`config.mk`:
```
export PLATFORM = sky130hd
export DESIGN_NAME = rtm_dram_loader
export DESIGN_NICKNAME = d
export VERILOG_FILES = /design/src/rtl/rtm_dram_loader.sv
export SDC_FILE = /design/constraint.sdc
export NUM_CORES = 2
export LEC_CHECK = 0
export CORE_AREA = 2 2 659 661
export DETAILED_ROUTE_END_ITERATION = 6
export DIE_AREA = 0 0 661 663
export GPL_TIMING_DRIVEN = 0
export PLACE_DENSITY = 0.36
export SLEW_MARGIN = 20
export SYNTH_ARGS = -nofsm -noshare
export SYNTH_HDL_FRONTEND = slang
export SYNTH_SLANG_ARGS = --single-unit
```
`constraint.sdc`:
```
create_clock -name clk -period 2.61 [get_ports clk]
set_input_delay 0.3915 -clock clk [delete_from_list [all_inputs] [get_ports clk]]
set_output_delay 0.3915 -clock clk [all_outputs]
set_load 0.005 [all_outputs]
```
`src/rtl/rtm_dram_loader.sv`:
```
`default_nettype none
// =============================================================================
// rtm_dram_loader : slices a DRAM read stream into per-beat RTM slice-group
//                   writes on the DRAM port of the RTM write controller.
// Revision        : 1.0
// =============================================================================
module rtm_dram_loader #(
   parameter  int S         = 8,
   parameter  int R         = 16,
   parameter  int RTM_DEPTH = 4096,
   parameter  int DW        = 512,
   localparam int AW        = $clog2(RTM_DEPTH),
   localparam int SW        = R * 8
) (
   input  logic              clk,
   input  logic              rst,
   input  logic              start,
   input  logic [AW-1:0]     base_addr,
   input  logic [15:0]       n_rows,
   output logic              busy,
   output logic              done,
   input  logic [DW-1:0]     s_tdata,
   input  logic              s_tvalid,
   output logic              s_tready,
   output logic              wr_vld_dram,
   output logic [S-1:0]      wr_en_dram,
   output logic [S*AW-1:0]   wr_addr_dram,
   output logic [S*SW-1:0]   din_dram
);

   localparam int K  = (S * SW) / DW;
   localparam int G  = S / K;
   localparam int KW = (K > 1) ? $clog2(K) : 1;

   localparam logic [1:0] ST_IDLE = 2'd0;
   localparam logic [1:0] ST_LOAD = 2'd1;
   localparam logic [1:0] ST_DONE = 2'd2;

   logic [1:0]      state_q, state_d;
   logic [AW-1:0]   addr_q, addr_d;
   logic [15:0]     nrows_q, nrows_d;
   logic [15:0]     row_q, row_d;
   logic [KW-1:0]   beat_q, beat_d;
   logic            busy_q, busy_d;
   logic            tready_q, tready_d;
   logic            done_q, done_d;
   logic            wr_vld_q, wr_vld_d;
   logic [S-1:0]    wr_en_q, wr_en_d;
   logic [S*AW-1:0] wr_addr_q, wr_addr_d;
   logic [S*SW-1:0] din_q, din_d;
   logic            hs;

   always_comb begin
      state_d   = state_q;
      addr_d    = addr_q;
      nrows_d   = nrows_q;
      row_d     = row_q;
      beat_d    = beat_q;
      done_d    = 1'b0;
      hs        = (state_q == ST_LOAD) && s_tvalid;
      wr_vld_d  = hs;
      wr_en_d   = '0;
      wr_addr_d = wr_addr_q;
      din_d     = din_q;

      case (state_q)
         ST_IDLE: begin
            if (start) begin
               addr_d  = base_addr;
               nrows_d = n_rows;
               row_d   = '0;
               beat_d  = '0;
               if (n_rows == 16'd0) begin
                  state_d = ST_DONE;
                  done_d  = 1'b1;
               end else begin
                  state_d = ST_LOAD;
               end
            end
         end
         ST_LOAD: begin
            if (hs) begin
               // Beat j fills slice group j; every other slice lane reads zero.
               din_d     = '0;
               wr_addr_d = {S{addr_q}};
               for (int j = 0; j < K; j++) begin
                  if (beat_q == KW'(j)) begin
                     wr_en_d[j*G +: G] = '1;
                     din_d[j*DW +: DW] = s_tdata;
                  end
               end
               if (beat_q == KW'(K - 1)) begin
                  beat_d = '0;
                  row_d  = row_q + 16'd1;
                  addr_d = (addr_q == AW'(RTM_DEPTH - 1)) ? '0 : addr_q + AW'(1);
                  if (row_q == nrows_q - 16'd1) begin
                     state_d = ST_DONE;
                     done_d  = 1'b1;
                  end
               end else begin
                  beat_d = beat_q + KW'(1);
               end
            end
         end
         ST_DONE: state_d = ST_IDLE;
         default: state_d = ST_IDLE;
      endcase

      busy_d   = (state_d == ST_LOAD);
      tready_d = (state_d == ST_LOAD);
   end

   always_ff @(posedge clk) begin
      if (rst) begin
         state_q   <= ST_IDLE;
         addr_q    <= '0;
         nrows_q   <= '0;
         row_q     <= '0;
         beat_q    <= '0;
         busy_q    <= 1'b0;
         tready_q  <= 1'b0;
         done_q    <= 1'b0;
         wr_vld_q  <= 1'b0;
         wr_en_q   <= '0;
         wr_addr_q <= '0;
         din_q     <= '0;
      end else begin
         state_q   <= state_d;
         addr_q    <= addr_d;
         nrows_q   <= nrows_d;
         row_q     <= row_d;
         beat_q    <= beat_d;
         busy_q    <= busy_d;
         tready_q  <= tready_d;
         done_q    <= done_d;
         wr_vld_q  <= wr_vld_d;
         wr_en_q   <= wr_en_d;
         wr_addr_q <= wr_addr_d;
         din_q     <= din_d;
      end
   end

   assign busy         = busy_q;
   assign done         = done_q;
   assign s_tready     = tready_q;
   assign wr_vld_dram  = wr_vld_q;
   assign wr_en_dram   = wr_en_q;
   assign wr_addr_dram = wr_addr_q;
   assign din_dram     = din_q;

endmodule
`default_nettype wire

```
# == Yosys cells after proc, flatten, opt, wreduce, memory -nomap -nowiden ==
# Index checks and enable logic that the tools add are counted.
# totals
reg_bits,1178
latchBits,0
mem_bits_rw,0
romBits,0
in_bits,544
out_inout_bits,1132
wordCells,62
memories,0
# classes
addsub,4
multipliers,0
n_div,0
magnitude_cmp,0
n_eq_ne,7
n_shift,0
muxes,29
bitwise_logic,2
n_reduce_logical,9
# op_table
op,n
2-to-1 mux 512 bit,2
2-to-1 mux 12 bit,4
2-to-1 mux 16 bit,3
case mux 16 bit (2 select lines),1
case mux 12 bit (2 select lines),1
"adder 16 x 1 -> 16 bit, second input constant",1
equality test 16 bit,1
logical NOT 16 bit,1
"subtractor 16 x 1 -> 16 bit, second input constant",1
"adder 12 x 1 -> 12 bit, second input constant",1
"equality test 12 bit, second input constant",1
2-to-1 mux 2 bit,5
2-to-1 mux 1 bit,8
2-to-1 mux 4 bit,2
"!= test 2 bit, second input constant",3
"equality test 2 x 1 -> 1 bit, second input constant",2
case mux 1 bit (2 select lines),2
case mux 2 bit (2 select lines),1
AND reduction 2 bit,2
AND reduction 4 bit,1
AND reduction 3 bit,1
OR reduction 3 bit,1
logical NOT 2 bit,1
NOT 1 bit,2
other kinds (3),3

# == Logic depth before layout (Yosys ltp) ==
# logic_depth
word_depth,7
ltp_mapped,9
depth_no_buf,9

# == Worst setup path before layout ==
# Ideal clock, no wire load.
# synth_timing
kind,reg2reg
startpoint,register nrows_q[0]
endpoint,"register done_q, in the netlist done"
setup_time_ns,0.058
t_arrival_ns,2.011
t_required_ns,2.552
path_slack_ns,0.540
path_stages_with_launch,10
n_path_buf,0
synth_period_minus_slack_ns,2.070
path_cell_list,dfxtp_1 > inv_1 > ha_1 > nor3b_2 > and2_2 > nand3b_1 > nor3_1 > a31oi_2 > nor4_2 > o21a_1
# synth_via
elab_chain_cells,6
# synth_rtl
element,line_no,rtl
from (decl),41,"logic [15:0] nrows_q, nrows_d;"
from (signal assigned),130,nrows_q <= nrows_d;
subtractor 16 x 1 -> 16 bit,96,if (row_q == nrows_q - 16'd1) begin
equality test 16 bit,96,
2-to-1 mux 1 bit,96,
2-to-1 mux 1 bit,92,if (beat_q == KW'(K - 1)) begin
2-to-1 mux 1 bit,82,if (hs) begin
case mux 1 bit (2 select lines),66,case (state_q)
to (signal assigned),135,done_q <= done_d;
to (decl),46,"logic done_q, done_d;"
# No other way between the ends.
# A chain may end at the register's enable or synchronous reset.

# == Worst setup path in the final report ==
# layout_timing
startpoint,register state_q[0]
endpoint,"register din_q[947], in the netlist din_dram[947]"
# layout_via
elab_chain_cells,3
# layout_rtl
element,line_no,rtl
from (decl),39,"logic [1:0] state_q, state_d;"
from (signal assigned),128,state_q <= state_d;
equality test 2 x 1 -> 1 bit (*),"60, 66",
logical AND 1 bit,60,hs = (state_q == ST_LOAD) && s_tvalid;
AND reduction 2 bit (no line) (*),-,
to (signal assigned),139,din_q <= din_d;
to (decl),50,"logic [S*SW-1:0] din_q, din_d;"
# Mark *: on every way between the ends. The rest lies on a longest branch, timed or not.

==> reports/results.env <==
RESULT_OF_THE_RUN='finished, violations left'
FAILED_CHECKS='DRC'
PORT_BUFFERS=1675
DIE_AREA_SQ_UM=438000
FINAL_CRITICAL_DELAY_INCLUDING_SETUP_AND_EXTERNAL_DELAYS_PS=2520
CHIPHEIGHT_MICRONS=663
CTS.HOLD.BUFFERS_ADDED=0
SYNTH_WARNINGS=0
MAX_FREQ_MHz=398
CLOCK_TREE_FROM_TRITONCTS='done'
FP.COREAREA_SQ_UM=432000
GRT_START_MAX_NET_PINS=20
FLOW.AREA_GROWTH_FROM_SYNTHESIS_PCT=83.3
MOST-COMMON-LAYOUT-CELLS='sky130_fd_sc_hd__clkdlybuf4s50_1, sky130_fd_sc_hd__dfxtp_1, sky130_fd_sc_hd__nor2_1, sky130_fd_sc_hd__a22oi_1, sky130_fd_sc_hd__a22o_1'
VDD.IR_DROP.WORST_V=0.000377
DRT_DRC_VIOLATIONS_LEFT=9
TIMING.MAX_CAP.VIOLATIONS=0
FLOORPLAN.DIE.WIDTH_MICRONS=661
GRT_ANTENNA_BEFORE_REPAIR=329
NNETSFINAL=5721
FINAL_CORE_UTIL=0.152
FIRST_PASS_ITERS=7
FINAL_COMMON_CELL='sky130_fd_sc_hd__clkdlybuf4s50_1'
WORST-SLEW-PIN-TRANSITION_PS=1020
CRIT_PATH_START_KIND='flip-flop'
IO-PIN-COUNT=1676
WL_PER_CELL_MICRONS=33.1
YOSYS.CELL_TYPES.COUNT=45
POST-PLACE-WS_PS=-1480
SYNTH_SEQ_AREA_SHARE=0.610
TRITONCTS.NUM_BUFFERS=149
GRT_REMAINING_OVERFLOW=0
CLK_TRANSITION_REPORTED_PATHS_PS=60
DETAILROUTE.VIA_COUNT=37600
MIN_PERIOD_OVER_PERIOD=0.964
INITIAL_DRC_COUNT=3107
WORSTPATHREQUIRED_PS=3360
FIRST_GLOBAL_VIAS=35800
WORST_SLACK_PS=94.7
POST_SYNTH_INSTANCE_AREA_SQ_UM=35700
MIN_PATH_TYPE='in -> reg'
ANT_NETS=0
P_LEAK_nW=22.9
SYN_INST=3335
ROUTED_VIA_DENSITY=3.38
ROUTE.FINAL.WIRE_LENGTH_MM=369
CTS_BUFFER_DEPTH=4
MAX-SLEW-MARGIN-REL=0.319
GRT_PASS1_WL_MM=453
WORST_SETUP_PATH_CATEGORY='reg -> reg'
DP_HPWL_MM=324
CLOCKROOTBUFFER='sky130_fd_sc_hd__clkbuf_16'
SYNTH.AVG_CELL_AREA_SQ_UM=10.7
ARRIVAL_PS=3270
WORST_HOLD_SLACK_PS=143
TIMING.CRITICAL_PATH.TO_TYPE='flip-flop'
LAYOUT-DRIVE-GT1-SHARE=0.106
CTS.SINKS=1088
PLACEMENTROWS=242
MAX_TRANSITION_VIOLS_FINAL=0
FLOORPLAN.INITIALDENSITY=0.0827
GRT_UTIL_ALL_LAYERS=0.161
SYNTH-MAIN-FF-CELL='sky130_fd_sc_hd__dfxtp_1'
H-TREE-DEPTH=4
HOLD_VIOL=0
POWER_PER_CELL_AREA_nW_PER_UM2=667
GPL.FINAL_WEIGHTED_CONGESTION=0.938
SETUP_REPAIR_AFTER_GLOBAL_ROUTING_MISSED_ITS_MARGIN='yes'
SYNTH_ENABLE_FLOP_CELLS=0
FINCLKSKEW_PS=58.8
SYNTH-ASYNC-RESET-RATIO=0
CRIT_FANOUT=10
SYNTH.FF_LATCH_COUNT=1088
REPORT.FINAL.SETUP_VIOL=0
MAPPEDNETLISTNETS=3882
INSERTION_DELAY_PS=840
## registers in the layout, summed over array words and instances, names as in the netlist
signal,flops
addr_q,12
beat_q,1
din_dram,1024
done,1
nrows_q,16
row_q,16
s_tready,1
state_q,2
wr_addr_dram,12
wr_en_dram,2
wr_vld_dram,1
## cells in the mapped netlist, drive strengths merged (9+ instances only)
library cell,instances,area share
clkbuf,233,0.024
xor2,14,0.0034
a22o,513,0.13
xnor2,26,0.0064
dfxtp,1088,0.61
nand3,14,0.0020
buf,163,0.029
a22oi,515,0.11
nor4,11,0.0029
o21ai,13,0.0018
nor2,555,0.058
a21oi,41,0.0057
and3,13,0.0023
nor3,9,0.0013
nand2,76,0.0082
## power by group
group          internal, W  switching [W]  leakage [nW]  total [W]
clock               0.0122        0.00880          2.38     0.0210
sequential          0.0171       0.000400          8.82     0.0175
combinational      0.00229        0.00285          11.7    0.00514
## metal layers
metal | global-route usage | routed length, microns | vias to the layer above
li1 | - | - | 16000
met1 | 0.174 | 136000 | 18500
met2 | 0.288 | 182000 | 2142
met3 | 0.0693 | 38200 | 760
met4 | 0.0373 | 11700 | 128
met5 | 0 | 848 | -
## stage by stage
step	TNS, ps	instances	instance area (sq um)	total power [W]
after floorplan	0	3335	35700	0.0193
after global placement	-3157880	10700	59700	0.0230
after detailed placement	-1035830	10800	60000	0.0231
after CTS	0	11000	65100	0.0446
after global routing	-436	11100	65300	0.0453
final	0	11100	65500	0.0437
## worst max-delay path, cell delays in order, from the launching register on
cell and delay (ps):
sky130_fd_sc_hd__dfxtp_1 400, sky130_fd_sc_hd__nand2_1 190, sky130_fd_sc_hd__nor3_4 280, sky130_fd_sc_hd__and2_1 220, sky130_fd_sc_hd__clkbuf_2 250, sky130_fd_sc_hd__buf_2 450
sky130_fd_sc_hd__buf_2 410, sky130_fd_sc_hd__a22o_1 200
## path summary, 6_finish.rpt
check	startpoint	to	slack (ps)	cells past startpoint
hold reg to reg	din_dram[954]$_SDFFE_PP0P_	din_dram[954]$_SDFFE_PP0P_	470	1
setup / recovery	state_q[0]$_SDFF_PP0_	din_dram[947]$_SDFFE_PP0P_	90	7
setup reg to reg	state_q[0]$_SDFF_PP0_	din_dram[947]$_SDFFE_PP0P_	90	7
hold / removal	n_rows[15]	nrows_q[15]$_SDFFE_PP0P_	140	3
## cells by family (layout without fill, tap and decap cells)
| family | Yosys count | in the layout | synth area share |
|---|---|---|---|
| other | 0 | 111 | 0 |
| xor gates and xnor gates | 40 | 40 | 0.00981 |
| DFF | 1088 | 1088 | 0.610 |
| buffers and inverters | 398 | 2343 | 0.0533 |
| adders and majority gates | 3 | 3 | 0.00105 |
| and+or+nand+nor | 707 | 707 | 0.0807 |
| AOI/OAI and AO/OA | 1099 | 1099 | 0.246 |
## repair_timing
action | CTS | global route
endpoints found under the setup margin | 1102 | 471
buffers inserted | 2 | 1
gates resized for setup | 193 | 69
pin swaps | 1 | 2
## cell type report
| class | instances | area, sq um |
|---|---|---|
| diodes | 111 | 278 |
| plain buffers | 393 | 2230 |
| clock buffers | 198 | 4150 |
| clock inverters | 59 | 708 |
| fillers | 48400 | 367000 |
| inverters | 2 | 7.51 |
| multi-input cells | 1849 | 12100 |
| flip-flops and latches | 1088 | 21800 |
| well taps | 5734 | 7170 |
| repair buffers | 1691 | 17000 |
No activity file was read; power rests on OpenSTA's default activity.
